[config.mk]
export PLATFORM = sky130hd
export DESIGN_NAME = muldiv_unit
export DESIGN_NICKNAME = d
export VERILOG_FILES = /design/src/rtl/muldiv_unit.sv
export SDC_FILE = /design/constraint.sdc
export NUM_CORES = 1
export LEC_CHECK = 0
export BUFFER_PORTS_ARGS = -buffer_cell sky130_fd_sc_hd__buf_4
export CAP_MARGIN = 20
export CORE_ASPECT_RATIO = 0.7
export CORE_MARGIN = 1
export CORE_UTILIZATION = 56
export CTS_CLUSTER_SIZE = 12
export DETAILED_ROUTE_END_ITERATION = 8
export PLACE_DENSITY = 0.85
export SLEW_MARGIN = 20
export SYNTH_ARGS = -nofsm -noshare
export SYNTH_HDL_FRONTEND = slang
export SYNTH_SLANG_ARGS = --single-unit
[constraint.sdc]
create_clock -name clk -period 3.7 [get_ports clk]
set_input_delay 0.185 -clock clk [delete_from_list [all_inputs] [get_ports clk]]
set_output_delay 0.185 -clock clk [all_outputs]
set_load 0.01 [all_outputs]
[src/rtl/muldiv_unit.sv]
// Iterative RV32M-style multiply/divide unit: radix-2 shift-add multiply and
// restoring divide on operand magnitudes, with sign fix-up in a final cycle.
module muldiv_unit #(
    parameter int XLEN  = 32,
    parameter int TAG_W = 5
) (
    input  logic             clk,
    input  logic             reset,
    input  logic             valid_i,
    output logic             ready_o,
    input  logic [2:0]       funct3_i,
    input  logic [XLEN-1:0]  a_i,
    input  logic [XLEN-1:0]  b_i,
    input  logic [TAG_W-1:0] tag_i,
    input  logic             kill_i,
    output logic             busy_o,
    output logic             done_o,
    output logic [XLEN-1:0]  result_o,
    output logic [TAG_W-1:0] tag_o
);

    localparam logic [1:0] S_IDLE = 2'd0;
    localparam logic [1:0] S_CALC = 2'd1;
    localparam logic [1:0] S_FIX  = 2'd2;
    localparam logic [1:0] S_DONE = 2'd3;

    localparam logic [2:0] F_MUL    = 3'b000;
    localparam logic [2:0] F_MULHSU = 3'b010;
    localparam logic [2:0] F_MULHU  = 3'b011;
    localparam logic [2:0] F_DIVU   = 3'b101;
    localparam logic [2:0] F_REMU   = 3'b111;

    localparam int CW = $clog2(XLEN + 1);
    localparam logic [CW-1:0]   LAST = CW'(XLEN - 1);
    localparam logic [XLEN-1:0] SMIN = {1'b1, {(XLEN-1){1'b0}}};
    localparam logic [XLEN-1:0] ONES = '1;

    logic [1:0]        state;
    logic [CW-1:0]     cnt;
    logic [2:0]        op;
    logic [TAG_W-1:0]  tag_r;
    logic              neg_q;
    logic              neg_r;
    logic [2*XLEN-1:0] prod;
    logic [XLEN-1:0]   opb;

    logic              accept;
    logic              a_signed, b_signed, a_neg, b_neg;
    logic [XLEN-1:0]   a_mag, b_mag;
    logic              div_zero, div_ovf, special;
    logic [XLEN-1:0]   special_res;

    logic [XLEN:0]     mul_sum;
    logic [XLEN:0]     div_shift;
    logic              div_ge;
    logic [XLEN-1:0]   div_sub, div_rem;
    logic [2*XLEN-1:0] next_prod;

    logic [2*XLEN-1:0] mul_val;
    logic [XLEN-1:0]   quo, rem, mul_res, div_res, fix_res;

    assign ready_o = (state == S_IDLE);
    assign busy_o  = (state != S_IDLE);
    assign done_o  = (state == S_DONE) && !kill_i;
    assign accept  = valid_i && ready_o && !kill_i;

    // Operand decode at accept time: signedness, magnitudes and the
    // divide corner cases that bypass the iterative datapath.
    always_comb begin
        a_signed    = (funct3_i != F_MULHU) && (funct3_i != F_DIVU) && (funct3_i != F_REMU);
        b_signed    = a_signed && (funct3_i != F_MULHSU);
        a_neg       = a_signed && a_i[XLEN-1];
        b_neg       = b_signed && b_i[XLEN-1];
        a_mag       = a_neg ? -a_i : a_i;
        b_mag       = b_neg ? -b_i : b_i;
        div_zero    = funct3_i[2] && (b_i == '0);
        div_ovf     = funct3_i[2] && !funct3_i[0] && (a_i == SMIN) && (b_i == ONES);
        special     = div_zero || div_ovf;
        special_res = '0;
        if (div_zero)
            special_res = funct3_i[1] ? a_i : ONES;
        else if (!funct3_i[1])
            special_res = SMIN;
    end

    // One radix-2 step. Multiply keeps {partial, multiplier} in prod and
    // shifts right; divide keeps {remainder, dividend/quotient} and shifts left.
    always_comb begin
        mul_sum   = {1'b0, prod[2*XLEN-1:XLEN]} + (prod[0] ? {1'b0, opb} : '0);
        div_shift = {prod[2*XLEN-1:XLEN], prod[XLEN-1]};
        div_ge    = div_shift >= {1'b0, opb};
        div_sub   = div_shift[XLEN-1:0] - opb;
        div_rem   = div_ge ? div_sub : div_shift[XLEN-1:0];
        next_prod = op[2] ? {div_rem, prod[XLEN-2:0], div_ge}
                          : {mul_sum, prod[XLEN-1:1]};
    end

    always_comb begin
        mul_val = neg_q ? -prod : prod;
        mul_res = (op == F_MUL) ? mul_val[XLEN-1:0] : mul_val[2*XLEN-1:XLEN];
        quo     = prod[XLEN-1:0];
        rem     = prod[2*XLEN-1:XLEN];
        if (op[1])
            div_res = neg_r ? -rem : rem;
        else
            div_res = neg_q ? -quo : quo;
        fix_res = op[2] ? div_res : mul_res;
    end

    // Control FSM and datapath registers; kill returns to IDLE without
    // touching the visible result/tag.
    always_ff @(posedge clk) begin
        if (reset) begin
            state    <= S_IDLE;
            cnt      <= '0;
            op       <= '0;
            tag_r    <= '0;
            neg_q    <= 1'b0;
            neg_r    <= 1'b0;
            prod     <= '0;
            opb      <= '0;
            result_o <= '0;
            tag_o    <= '0;
        end else if (kill_i) begin
            state <= S_IDLE;
        end else begin
            case (state)
                S_IDLE: begin
                    if (accept) begin
                        op    <= funct3_i;
                        tag_r <= tag_i;
                        neg_q <= a_neg ^ b_neg;
                        neg_r <= a_neg;
                        cnt   <= '0;
                        if (special) begin
                            result_o <= special_res;
                            tag_o    <= tag_i;
                            state    <= S_DONE;
                        end else begin
                            prod  <= {{XLEN{1'b0}}, funct3_i[2] ? a_mag : b_mag};
                            opb   <= funct3_i[2] ? b_mag : a_mag;
                            state <= S_CALC;
                        end
                    end
                end
                S_CALC: begin
                    prod <= next_prod;
                    if (cnt == LAST)
                        state <= S_FIX;
                    else
                        cnt <= cnt + CW'(1);
                end
                S_FIX: begin
                    result_o <= fix_res;
                    tag_o    <= tag_r;
                    state    <= S_DONE;
                end
                default: begin
                    state <= S_IDLE;
                end
            endcase
        end
    end

endmodule

==> metrics.md <==
| Metric | Value |
|---|---|
| Clock transition at path regs | `roughly 0.07 ns` |
| WL per Instance | `23.91 um` |
| Initial Utilization | `a little under three fifths` |
| ANT cells | `0` |
| CP max stage cell | `or4_4` |
| Setup TNS Final | `0 ns` |
| CP dominant cell by count | `or4_4` |
| Slew @ Worst Pin | `1.105 ns` |
| Mapped cell area | `14820 sq um` |
| Worst skew pair latency | `0.46 ns` |
| FMAX | `approximately 280 MHz` |
| Rows | `49` |
| Launching point of the worst reg2reg path | `prod[11]` |
| Arr. time, crit path | `3.93 ns` |
| Layout cell share with drive strength beyond 1 | `between 10% and 20%` |
| Syn. warnings | `0` |
| Layout Skew | `between 0.02 and 0.025 ns` |
| Number of global-route vias before repair | `15090` |
| Element type at the critical path start | `flip-flop` |
| Detailed Routing Iterations Pass 1 | `7` |
| Placed insts | `2520` |
| PD cells | `312.9 nW/um^2` |
| Non-Filler Instances | `2555` |
| Max_slew headroom | `26.24%` |
| Crit-path cells | `or4_4, or4_4, or4_4, or4_4, or2_4, o31ai_4, xnor2_1, a221oi_2, o21ai_1` |
| Cells after synthesis | `about 2100` |
| Crit-path max cell delay | `0.57 ns` |
| Area grow syn2layout | `15.76%` |
| Worst path required time | `a little over 4 ns` |
| Syn Area/Cell | `7.123 sq um` |
| Flop and latch count out of synthesis | `151` |
| CTS tree | `built` |
| Total gr overflow | `0` |
| Max IR drop VDD | `0.0003474 V` |
| I/O Buffers | `~120` |
| Maximum buffer depth of the clock tree | `2` |
| Die area | `27120 sq um` |
| Share of the synthesized area in the top cell type | `20.40%` |
| Die height | `138.1 um` |
| Final Hold Vio Count | `0` |
| Vias | `17260` |
| Biggest area consumer among synthesized cells | `dfxtp_1` |
| Initial antenna violation count | `0` |
| Iteration-0 DRC Markers | `2865` |
| Outcome | `finished clean` |
| Synth area leaders | `dfxtp_1, xnor2_1, ha_1, nor2_1, a21oi_1` |
| Detailed Route WL | `between 60000 and 70000 um` |
| Worst Path Max Fanout | `6` |
| Yosys cell types | `71` |
| Clock sinks | `151` |
| Core area | `25810 sq um` |
| Post-synth EDFFs | `0` |
| Primary FF master, synth | `dfxtp_1` |
| Final period utilization | `97.13%` |
| Vias per cell | `between 6 and 7` |
| Max Slew Vio Count | `0` |
| Sequential fraction of the synthesis area | `20.40%` |
| Root Buffer | `clkbuf_16` |
| Met2 usage | `57.80%` |
| Die width | `slightly below 200 um` |
| Final worst setup slack | `0.1060 ns` |
| Hold Crit Class | `input port to flip-flop` |
| WS Path Type | `flip-flop to flip-flop` |
| Nets@finish | `roughly 2300` |
| Post-layout util | `between 60% and 70%` |
| GR met1 Demand/Resource | `63.60%` |
| DRC Markers | `0` |
| Minimum clock period | `roughly 3.6 ns` |
| H-tree Lvls | `4` |
| Dpl hpwl | `~47000 um` |
| ANT nets after route | `0` |
| Place WS | `approximately 0.13 ns` |
| Critical Path End Type | `flip-flop` |
| Top post-synthesis cells by count | `nor2_1, nand2_1, a21oi_1` |
| Crit path from | `prod[11]` |
| Num CTS Buffers | `17` |
| Largest net degree at the start of global routing | `82` |
| Post-synth ARST share | `0%` |
| Most Crowded Layer GR | `met1` |
| Gpl congestion | `around 1.1` |
| IO Count | `116` |
| Final setup viols | `0` |
| Global Route Usage Sum | `43.77%` |
| Most frequent cell after synthesis | `nor2_1` |
| Max_cap viols | `0` |
| Post-Syn Nets | `2232` |
| Min-delay src | `tag_i[2]` |
| Met3 Use GR | `approximately 18%` |
| First-pass GRT wire length | `90990 um` |
| Lkg Pwr | `about 7.1 nW` |
where the power goes:
group / internal, mW / switching (mW)
registers: 1.68 / 0.0857
clock network: 1.10 / 0.883
logic: 0.594 / 1.02
total: 3.37 / 1.99
critical path: cells and delay by family (launching register included):
family | cells | cell delay (ns)
XOR/XNOR | 1 | 0.10
flip-flops | 1 | 0.37
AND/OR/NAND/NOR | 5 | 2.42
AO/OA/AOI/OAI | 3 | 0.59
worst paths after layout:
check / end / slack, ns / cells after the start
max: result_o[14] / 0.11 / 9
min: tag_r[2] / 0.003 / 3
max reg2reg: result_o[14] / 0.11 / 9
min reg2reg: opb[16] / 0.46 / 2
per-layer routing:
layer / wire length [um] / share of wire (%)
met1: 25640 / 42
met2: 23120 / 38
met3: 10310 / 17
met4: 2027 / 3.3
met5: 0 / 0
cell type report:
| class | count | area (sq um) |
|---|---|---|
| Multi-Input combinational cell | 1715 | 11010 |
| Clock inverter | 15 | 203.9 |
| Clock buffer | 17 | 425.4 |
| Tap cell | 357 | 446.7 |
| Sequential cell | 151 | 3025 |
| Inverter | 69 | 259.0 |
| Timing Repair Buffer | 231 | 1779 |
| Fill cell | 2234 | 8660 |
layout by cell type, fill, tap and decap left out, types with 46 or more instances in the layout:
cell type | Yosys | routed
nor2_1 | 236 | 234
buf_4 | 0 | 225
nand2_1 | 217 | 217
a21oi_1 | 164 | 162
o21ai_0 | 163 | 162
dfxtp_1 | 151 | 149
xnor2_1 | 106 | 106
xor2_1 | 92 | 92
ha_1 | 74 | 73
a211oi_1 | 72 | 72
inv_1 | 68 | 68
nor3_1 | 65 | 65
mux2i_1 | 46 | 46
cells by family (layout without fill, tap and decap cells):
family	after synthesis	after routing	share of synthesized area (%)
compound gates	655	655	28.30
xor+xnor	198	198	11.70
fa+ha+maj	76	76	6.519
buf+inv	214	332	5.523
flops	151	151	20.40
mux	78	78	5.540
simple gates	708	708	22.01
what timing repair did:
action | CTS | global route
endpoints found under the setup margin | 0 | 7
hold buffers | 3 | 0
gates resized for setup | 0 | 3
endpoints found under the hold margin | 3 | 0
buffers inserted | 0 | 0
stage by stage:
| step | hold slack, ns | area, sq um | total power, mW |
|---|---|---|---|
| 6_report | 0.003456 | 17150 | 5.367 |
| 5_1_grt | 0.01389 | 17150 | 5.503 |
| 4_1_cts | 0.001234 | 17140 | 5.262 |
| 3_5_place_dp | 0.4457 | 16480 | 3.319 |
| 3_3_place_gp | 0.4421 | 16480 | 3.297 |
| 2_1_floorplan | 0.3210 | 14820 | 2.733 |
flip-flops by register name, summed over array words and instances (netlist names):
signal and cells:
neg_r 1, neg_q 1, opb 32, tag_r 5
tag_o 5, result_o 32, cnt 6, prod 64
state 2, op 3
No activity file was read; power rests on OpenSTA's default activity.
